### src/rtl/riscv_imm_enc_pkg.sv
// Shared types, format codes and range helper for the immediate encoder.
package riscv_imm_enc_pkg;

    localparam int XLEN          = 32;
    localparam int IMM_ENC_CNT_W = 16;

    localparam logic [2:0] SRC_IMM_I = 3'd0;
    localparam logic [2:0] SRC_IMM_S = 3'd1;
    localparam logic [2:0] SRC_IMM_B = 3'd2;
    localparam logic [2:0] SRC_IMM_U = 3'd3;
    localparam logic [2:0] SRC_IMM_J = 3'd4;

    typedef struct packed {
        logic [31:0]     instr;
        logic [XLEN-1:0] imm;
        logic [2:0]      src;
        logic            err;
    } chk_t;

    // True when v is the sign extension of its low 'bits' bits.
    function automatic logic fits_signed(
        input logic [XLEN-1:0] v,
        input int              bits
    );
        logic [XLEN-1:0] hi;
        hi = ~((XLEN'(1) << (bits - 1)) - XLEN'(1));
        return ((v & hi) == '0) || ((v & hi) == hi);
    endfunction

endpackage

### src/rtl/riscv_imm_enc_if.sv
// Request/response handshake bundle for the immediate encoder.
interface riscv_imm_enc_if;
    import riscv_imm_enc_pkg::*;

    logic            i_valid;
    logic            o_ready;
    logic [31:0]     i_instr;
    logic [XLEN-1:0] i_imm;
    logic [2:0]      i_imm_src;
    logic            o_valid;
    logic            i_ready;
    logic [31:0]     o_instr;
    logic            o_err;

    modport master (
        output i_valid, i_instr, i_imm, i_imm_src, i_ready,
        input  o_ready, o_valid, o_instr, o_err
    );

    modport slave (
        input  i_valid, i_instr, i_imm, i_imm_src, i_ready,
        output o_ready, o_valid, o_instr, o_err
    );

endinterface

### src/rtl/riscv_imm_pack.sv
// Combinational immediate scatter: clears the format's field, ORs in imm bits.
module riscv_imm_pack
    import riscv_imm_enc_pkg::*;
(
    input  logic [31:0]     i_instr,
    input  logic [XLEN-1:0] i_imm,
    input  logic [2:0]      i_imm_src,
    output logic [31:0]     o_instr
);

    logic [31:0] mask;
    logic [31:0] field;

    always_comb begin
        mask  = '0;
        field = '0;
        case (i_imm_src)
            SRC_IMM_I: begin
                mask  = 32'hFFF0_0000;
                field = {i_imm[11:0], 20'b0};
            end
            SRC_IMM_S: begin
                mask  = 32'hFE00_0F80;
                field = {i_imm[11:5], 13'b0,
                         i_imm[4:0], 7'b0};
            end
            SRC_IMM_B: begin
                mask  = 32'hFE00_0F80;
                field = {i_imm[12], i_imm[10:5], 13'b0,
                         i_imm[4:1], i_imm[11], 7'b0};
            end
            SRC_IMM_U: begin
                mask  = 32'hFFFF_F000;
                field = {i_imm[31:12], 12'b0};
            end
            SRC_IMM_J: begin
                mask  = 32'hFFFF_F000;
                field = {i_imm[20], i_imm[10:1], i_imm[11],
                         i_imm[19:12], 12'b0};
            end
            default: begin
                mask  = '0;
                field = '0;
            end
        endcase
        o_instr = (i_instr & ~mask) | field;
    end

endmodule

### src/rtl/riscv_imm_enc.sv
// Two-stage immediate encoder: range check, then field pack, with
// valid/ready flow control and saturating result counters.
module riscv_imm_enc
    import riscv_imm_enc_pkg::*;
#(
    parameter int CNT_W = IMM_ENC_CNT_W
) (
    input  logic             i_clk,
    input  logic             i_rst,
    riscv_imm_enc_if.slave   bus,
    output logic [CNT_W-1:0] o_ok_cnt,
    output logic [CNT_W-1:0] o_err_cnt
);

    chk_t             s1_q, s1_d;
    logic             s1_valid_q, s1_valid_d;
    logic             s2_valid_q, s2_valid_d;
    logic [31:0]      s2_instr_q, s2_instr_d;
    logic             s2_err_q, s2_err_d;
    logic [CNT_W-1:0] ok_cnt_q, ok_cnt_d;
    logic [CNT_W-1:0] err_cnt_q, err_cnt_d;

    logic             s1_advance;
    logic             ready;
    logic             accept;
    logic             deliver;
    logic             chk_err;
    logic [31:0]      packed_instr;

    always_comb begin
        chk_err = 1'b1;
        case (bus.i_imm_src)
            SRC_IMM_I, SRC_IMM_S:
                chk_err = !fits_signed(bus.i_imm, 12);
            SRC_IMM_B:
                chk_err = !fits_signed(bus.i_imm, 13)
                          || bus.i_imm[0];
            SRC_IMM_J:
                chk_err = !fits_signed(bus.i_imm, 21)
                          || bus.i_imm[0];
            SRC_IMM_U:
                chk_err = |bus.i_imm[11:0];
            default:
                chk_err = 1'b1;
        endcase
    end

    riscv_imm_pack u_pack (
        .i_instr   (s1_q.instr),
        .i_imm     (s1_q.imm),
        .i_imm_src (s1_q.src),
        .o_instr   (packed_instr)
    );

    always_comb begin
        s1_advance = !s2_valid_q || bus.i_ready;
        ready      = !i_rst && (!s1_valid_q || s1_advance);
        accept     = bus.i_valid && ready;
        deliver    = s2_valid_q && bus.i_ready;

        s1_d       = s1_q;
        s1_valid_d = s1_valid_q;
        s2_valid_d = s2_valid_q;
        s2_instr_d = s2_instr_q;
        s2_err_d   = s2_err_q;
        ok_cnt_d   = ok_cnt_q;
        err_cnt_d  = err_cnt_q;

        // Stage 1 drains into stage 2 whenever stage 2 is free or emptying.
        if (s1_advance) begin
            s2_valid_d = s1_valid_q;
            s1_valid_d = 1'b0;
            if (s1_valid_q) begin
                s2_instr_d = packed_instr;
                s2_err_d   = s1_q.err;
            end
        end

        if (accept) begin
            s1_valid_d = 1'b1;
            s1_d.instr = bus.i_instr;
            s1_d.imm   = bus.i_imm;
            s1_d.src   = bus.i_imm_src;
            s1_d.err   = chk_err;
        end

        if (deliver) begin
            if (s2_err_q) begin
                if (!(&err_cnt_q))
                    err_cnt_d = err_cnt_q + CNT_W'(1);
            end else begin
                if (!(&ok_cnt_q))
                    ok_cnt_d = ok_cnt_q + CNT_W'(1);
            end
        end
    end

    always_ff @(posedge i_clk) begin
        if (i_rst) begin
            s1_q       <= '0;
            s1_valid_q <= 1'b0;
            s2_valid_q <= 1'b0;
            s2_instr_q <= '0;
            s2_err_q   <= 1'b0;
            ok_cnt_q   <= '0;
            err_cnt_q  <= '0;
        end else begin
            s1_q       <= s1_d;
            s1_valid_q <= s1_valid_d;
            s2_valid_q <= s2_valid_d;
            s2_instr_q <= s2_instr_d;
            s2_err_q   <= s2_err_d;
            ok_cnt_q   <= ok_cnt_d;
            err_cnt_q  <= err_cnt_d;
        end
    end

    assign bus.o_ready = ready;
    assign bus.o_valid = s2_valid_q;
    assign bus.o_instr = s2_instr_q;
    assign bus.o_err   = s2_err_q;
    assign o_ok_cnt    = ok_cnt_q;
    assign o_err_cnt   = err_cnt_q;

endmodule

### src/flat_wrapper.sv
// flat-port wrapper written by rule: the top's interface ports become plain ports
module riscv_imm_enc_flat import riscv_imm_enc_pkg::*;
#(
    parameter int CNT_W = IMM_ENC_CNT_W
)
  (i_clk, i_rst, o_ok_cnt, o_err_cnt, bus_i_valid, bus_i_instr, bus_i_imm, bus_i_imm_src, bus_i_ready, bus_o_ready, bus_o_valid, bus_o_instr, bus_o_err);
  riscv_imm_enc_if bus_i ();
  input  logic i_clk;
  input  logic i_rst;
  output logic [CNT_W-1:0] o_ok_cnt;
  output logic [CNT_W-1:0] o_err_cnt;
  input wire logic [$bits(bus_i.i_valid)-1:0] bus_i_valid;
  input wire logic [$bits(bus_i.i_instr)-1:0] bus_i_instr;
  input wire logic [$bits(bus_i.i_imm)-1:0] bus_i_imm;
  input wire logic [$bits(bus_i.i_imm_src)-1:0] bus_i_imm_src;
  input wire logic [$bits(bus_i.i_ready)-1:0] bus_i_ready;
  output wire logic [$bits(bus_i.o_ready)-1:0] bus_o_ready;
  output wire logic [$bits(bus_i.o_valid)-1:0] bus_o_valid;
  output wire logic [$bits(bus_i.o_instr)-1:0] bus_o_instr;
  output wire logic [$bits(bus_i.o_err)-1:0] bus_o_err;
  assign bus_i.i_valid = bus_i_valid;
  assign bus_i.i_instr = bus_i_instr;
  assign bus_i.i_imm = bus_i_imm;
  assign bus_i.i_imm_src = bus_i_imm_src;
  assign bus_i.i_ready = bus_i_ready;
  assign bus_o_ready = bus_i.o_ready;
  assign bus_o_valid = bus_i.o_valid;
  assign bus_o_instr = bus_i.o_instr;
  assign bus_o_err = bus_i.o_err;
  riscv_imm_enc #(.CNT_W(CNT_W)) u_core (.i_clk(i_clk), .i_rst(i_rst), .bus(bus_i), .o_ok_cnt(o_ok_cnt), .o_err_cnt(o_err_cnt));
endmodule
### config.mk
export PLATFORM = sky130hd
export DESIGN_NAME = riscv_imm_enc_flat
export DESIGN_NICKNAME = d
export VERILOG_FILES = /design/src/rtl/riscv_imm_enc_pkg.sv /design/src/rtl/riscv_imm_enc_if.sv /design/src/rtl/riscv_imm_pack.sv /design/src/rtl/riscv_imm_enc.sv /design/src/flat_wrapper.sv
export SDC_FILE = /design/constraint.sdc
export NUM_CORES = 1
export LEC_CHECK = 0
export BUFFER_PORTS_ARGS = -buffer_cell sky130_fd_sc_hd__buf_2
export CAP_MARGIN = 10
export CORE_ASPECT_RATIO = 0.8
export CORE_MARGIN = 3
export CORE_UTILIZATION = 35
export CTS_CLUSTER_DIAMETER = 150
export DETAILED_ROUTE_END_ITERATION = 7
export PLACE_DENSITY_LB_ADDON = 0.25
export SLEW_MARGIN = 15
export SYNTH_ARGS = -nofsm -noshare
export SYNTH_HDL_FRONTEND = slang
export SYNTH_SLANG_ARGS = --single-unit
### constraint.sdc
create_clock -name i_clk -period 2.8 [get_ports i_clk]
set_clock_uncertainty 0.2 [all_clocks]
set_input_delay 0.14 -clock i_clk [delete_from_list [all_inputs] [get_ports i_clk]]
set_output_delay 0.14 -clock i_clk [all_outputs]
set_load 0.02 [all_outputs]
Word-level counts from Yosys, hierarchy flattened
Index checks and enable logic that the tools add are counted.
W data, S select, Z words.
- register bits: 135
- output and inout bits: 67
- logic and storage cells: 65
- add/subtract/negate cells: 2
- eq/ne operators: 11
- mux-type cells: 5
- bitwise logic cells: 6
- reduce and logical (&&, ||, !) cells: 31
- operators by type and width (cell ; number):
    $pmux W32 S5 ; 1
    $logic_not A32 Y1 ; 3
    $pmux W32 S3 ; 1
    $add A16 B1 Y16 const B ; 2
    $and A32 B32 Y32 ; 1
    $not A32 Y32 ; 1
    $or A32 B32 Y32 ; 1
    $reduce_and A16 Y1 ; 2
    $eq A21 B21 Y1 const B ; 1
    $eq A20 B20 Y1 const B ; 1
    $eq A12 B12 Y1 const B ; 1
    $eq A3 B2 Y1 const B ; 4
    $reduce_or A12 Y1 ; 1
    $logic_or A1 B1 Y1 ; 7
    $eq A3 B1 Y1 const B ; 2
    $eq A3 B3 Y1 const B ; 2
    $logic_not A1 Y1 ; 6
    $logic_not A3 Y1 ; 2
    $reduce_and A3 Y1 ; 2
    $reduce_or A2 Y1 ; 3
    $pmux W1 S4 ; 1
    $logic_and A1 B1 Y1 ; 3
    $not A1 Y1 ; 3
    $mux W1 ; 2
    2 further kinds ; 2

Logic depth before layout (Yosys ltp)
- depth in word-level cells: 6
- gate-level depth with buffers: 7
- depth with buffers taken out: 6

Hierarchy
A second synthesis with hierarchy kept.
- cells, all modules: 759
- area total of the unflattened synthesis: 6063.3 sq um
- by module, submodules not included (module ; times used ; cells an instance ; area an instance (sq um) ; seq. area each (sq um)):
    riscv_imm_enc ; 1 ; 666 ; 5351.4 ; 2702.6
    riscv_imm_pack ; 1 ; 93 ; 711.9 ; 0.0

Worst setup path after synthesis
Ideal clock, no wire load.
- path type: reg-to-reg
- start point: register u_core.s2_valid_q, in the netlist u_core.bus.o_valid
- end point: register u_core.s1_q[0] (netlist bit)
- arrival: 1810 ps
- slack: 652 ps
- stages on the path, launching flop included: 7
- path buffers: 2
- clock period less this slack: 2148 ps
- cells stage by stage: dfxtp_1 -> nor2b_1 -> a21oi_1 -> and2_1 -> clkbuf_1 -> clkbuf_1 -> a31oi_1
- longest elaborated chain between the ends: 5
- ends and longest elaborated chain (element ; line ; source):
    start: declaration ; riscv_imm_enc.sv:17 ; logic s2_valid_q, s2_valid_d;
    start signal: assignment ; riscv_imm_enc.sv:110 ; s2_valid_q <= s2_valid_d;
    $logic_not A1 Y1 ; riscv_imm_enc.sv:56 ; s1_advance = !s2_valid_q || bus.i_ready;
    $logic_or A1 B1 Y1 ; riscv_imm_enc.sv:56 ;
    $logic_or A1 B1 Y1 ; riscv_imm_enc.sv:57 ; ready = !i_rst && (!s1_valid_q || s1_advance);
    $logic_and A1 B1 Y1 ; riscv_imm_enc.sv:57 ;
    via bus_o_ready ; flat_wrapper.sv:17 ; output wire logic [$bits(bus_i.o_ready)-1:0] bus_o_ready;
    $logic_and A1 B1 Y1 ; riscv_imm_enc.sv:58 ; accept = bus.i_valid && ready;
    end signal: assignment ; riscv_imm_enc.sv:100 ; s1_q <= '0;
    end signal: assignment ; riscv_imm_enc.sv:108 ; s1_q <= s1_d;
    end: declaration ; riscv_imm_enc.sv:15 ; chk_t s1_q, s1_d;
The timed path passes the listed nets, and every way through them passes these cells.
A chain may end at the register's enable or synchronous reset.

Worst setup path after layout
- start point: register u_core.s2_valid_q, in the netlist u_core.bus.o_valid
- end point: register u_core.s1_q[22] (netlist bit)
- longest elaborated chain between the ends: 5
- ends and longest elaborated chain (element ; line):
    $logic_not A1 Y1 ; riscv_imm_enc.sv:56
    $logic_or A1 B1 Y1 ; riscv_imm_enc.sv:56
    $logic_or A1 B1 Y1 ; riscv_imm_enc.sv:57
    $logic_and A1 B1 Y1 ; riscv_imm_enc.sv:57
    $logic_and A1 B1 Y1 ; riscv_imm_enc.sv:58
Every way passes these cells.

==> flow_summary.toml <==
[finish]
nets = 960
multi_input_area_sq_mm = 0.002796
final_common_cell = "nand2_1"
area_growth_pct = 38.00
diodes = 0
stdcell_count = 1114
layout.area.seq_sq_mm = 0.002703
num-fill-cells = 1509
layout_common_cells = "nand2_1 (164), buf_2 (137), dfxtp_1 (135)"
drive_above_1_share_pct = 21.91

[floorplan]
start_util_pct = 35.99
die_area_sq_mm = 0.01788
dieHeight_microns = 120.2
core_area_sq_mm = 0.01585
die_w_microns = 148.7
ioPinCount = 138
rows = 41

[pwr]
leakage_nw = 3.558
ir_drop_mv = 0.3566
power.density_mw_per_mm2 = 616.6

[min_path]
min_from = "i_rst"
hold_end = "u_core.bus.o_instr[7]$_SDFFE_PP0P_"
hp-class = "in2reg"
hold_depth = 4

[setup_path]
max_stage_delay_ns = 0.54
cp-end-kind = "flip-flop"
critPathKind = "reg2reg"
r2r_start = "u_core.bus.o_valid$_SDFFE_PP0N_"
path_cells = "nor2b_1 -> a21oi_1 -> nand2_2 -> buf_4 -> nand3_1 -> nand2_1"
worstRegToRegCells = 6
r2r_slack_ns = 0.64
start_kind = "flip-flop"
cp.arrival_ns = 2.31
crit_fanout = 65
critPathSlowestCell = "buf_4"
worst_ep_required_time_ns = 2.95
timing.rr.end = "u_core.s1_q[22]$_SDFFE_PP0P_"

[sta]
finalSetupTns_ns = 0
min_period_over_period_pct = 77.26
slew_violations = 0
report.final.setup_viol = 0
fin_crit_ns = 2.163
worst_pin_slew_ns = 0.7134
slew_headroom_pct = 52.44
rsz0062_at_grt = "no"
hold_violations = 0
max_freq_mhz = 462.2

[clock_tree]
post_cts_buffers = 0
cts_sinks = 135
cts-htree-levels = 4
cts_resized = 0
cts_tree = "yes"
insertion_delay_ns = 0.41
path_clk_slew_ns = 0.05
clockBufferDepth = 2
cts_root_buf = "clkbuf_16"
cts_made_buffers = 17

[grt]
met2_usage_pct = 27.96
met1_usage_pct = 26.61
grt_max_degree = 66
grt_most_used_layer = "met2"
grt_pass1_vias = 5147
grt_pass1_wl_mm = 26.48
grt.met3_usage_pct = 4.009
grt-ovfl-total = 0
groute.usage.overall_pct = 18.43
antenna_found_initial = 0

[status]
status = "complete, no violations"

[logic_synthesis]
netlist-cell-type-count = 54
synth-seq-area-share_pct = 47.37
synthCells = 695
synth-main-ff-cell = "dfxtp_1"
syn_area_sq_mm = 0.005705
async_reset_ff_share_pct = 0
synth_seq_cells = 135
synth_edf_count = 0
syn_avg_cell_area_sq_um = 8.209
synth-warning-count = 0
syn_nets = 768

[routing]
drt_wl_total_mm = 16.63
ant_nets = 0
drt_pass1_iterations = 5
routedWlPerCell_microns = 14.93
drt-initial-drc-count = 383
via_count = 5571
via_per_inst = 5.001
drcViolationCount = 0

[placement]
place_inst = 1014
dp.final_hpwl_mm = 11.22
port_buffers = 137
gp_congestion = 0.8292

[run]
max_cap_viol_count = 0
## synth_stat cells (5+ instances only)
master    instances  area (sq um)
nand2_1         165         619.3
dfxtp_1         135          2703
nand3_1          81         405.4
nor2_1           48         180.2
a21oi_1          33         165.2
clkbuf_1         30         112.6
o21ai_0          19         95.09
xor2_1           18         157.7
a211oi_1         15         112.6
mux2i_1          15         150.1
a221oi_1         11         96.34
o211ai_1         10         75.07
and3_1            9         56.30
nand4_1           8         50.05
nor4_1            7         43.79
buf_1             6         22.52
buf_2             6         30.03
and4_1            5         43.79
xnor2_1           5         43.79
## area by class of cell
type	count	area share [%]
well taps	215	3.416
multi-input cells	510	35.52
repair buffers	218	18.94
flip-flops and latches	135	34.32
clock inverters	12	1.939
clock buffers	19	5.625
inverters	5	0.2384
## state kept, by name, indices dropped and copies added, names as in the netlist
name                cells
u_core.bus.o_err        1
u_core.o_err_cnt       16
u_core.bus.o_valid      1
u_core.bus.o_instr     32
u_core.s1_valid_q       1
u_core.o_ok_cnt        16
u_core.s1_q            68
## cell families after synthesis
logic type	count (synthesis)	synth area share, %
xor+xnor	23	3.531
flops	135	47.37
simple gates	358	29.14
mux	17	3.026
fa+ha+maj	2	0.4385
buf+inv	50	3.816
compound gates	110	12.68
## power by group
part / switching (mW) / internal (mW) / total, mW
Clock: 0.824 / 1.42 / 2.24
Combinational: 0.288 / 0.227 / 0.515
Sequential: 0.0713 / 2.03 / 2.10
Total: 1.18 / 3.67 / 4.85
## critical path, delay by kind of cell, from the launching register on
| kind | cells | cell delay (ns) |
|---|---|---|
| AO/OA/AOI/OAI | 1 | 0.17 |
| flip-flops | 1 | 0.40 |
| AND/OR/NAND/NOR | 4 | 0.74 |
| buffers and inverters | 1 | 0.54 |
## metrics by stage
stage	hold slack (ns)	setup slack [ns]	power, mW	util (%)	cell area (sq um)
2_1_floorplan	0.03895	0.6525	2.386	-	5705
3_3_place_gp	0.1288	0.6964	2.574	41.56	6588
3_5_place_dp	0.1254	0.6451	2.578	41.56	6588
4_1_cts	0.1362	0.6133	4.905	49.67	7874
5_1_grt	0.1722	0.4291	5.043	49.67	7874
6_report	0.1361	0.6366	4.855	49.67	7874
## worst max path at each step
stage / cells past startpoint / end / startpoint / slack (ns)
after floorplan: 6 / u_core.s1_q[0]$_SDFFE_PP0P_ / u_core.bus.o_valid$_SDFFE_PP0N_ / 0.65
after global placement: 6 / u_core.s1_q[59]$_SDFFE_PP0P_ / u_core.bus.o_valid$_SDFFE_PP0N_ / 0.70
after detailed placement: 6 / u_core.s1_q[31]$_SDFFE_PP0P_ / u_core.bus.o_valid$_SDFFE_PP0N_ / 0.65
after CTS: 6 / u_core.s1_q[22]$_SDFFE_PP0P_ / u_core.bus.o_valid$_SDFFE_PP0N_ / 0.61
after global routing: 6 / u_core.s1_q[28]$_SDFFE_PP0P_ / u_core.bus.o_valid$_SDFFE_PP0N_ / 0.43
final: 6 / u_core.s1_q[22]$_SDFFE_PP0P_ / u_core.bus.o_valid$_SDFFE_PP0N_ / 0.64
## routing by layer
layer / part of all wire, % / wire length, microns / up-vias
li1: - / - / 2814
met1: 50 / 8239 / 2585
met2: 44 / 7329 / 158
met3: 5.4 / 895 / 14
met4: 1.0 / 170 / 0
met5: 0 / 0 / -
## repair_timing
item,CTS,global route
hold buffers,69,0
endpoints found under the setup margin,0,0
endpoints found under the hold margin,70,0
Note: power is estimated with default switching activity, not from simulation.
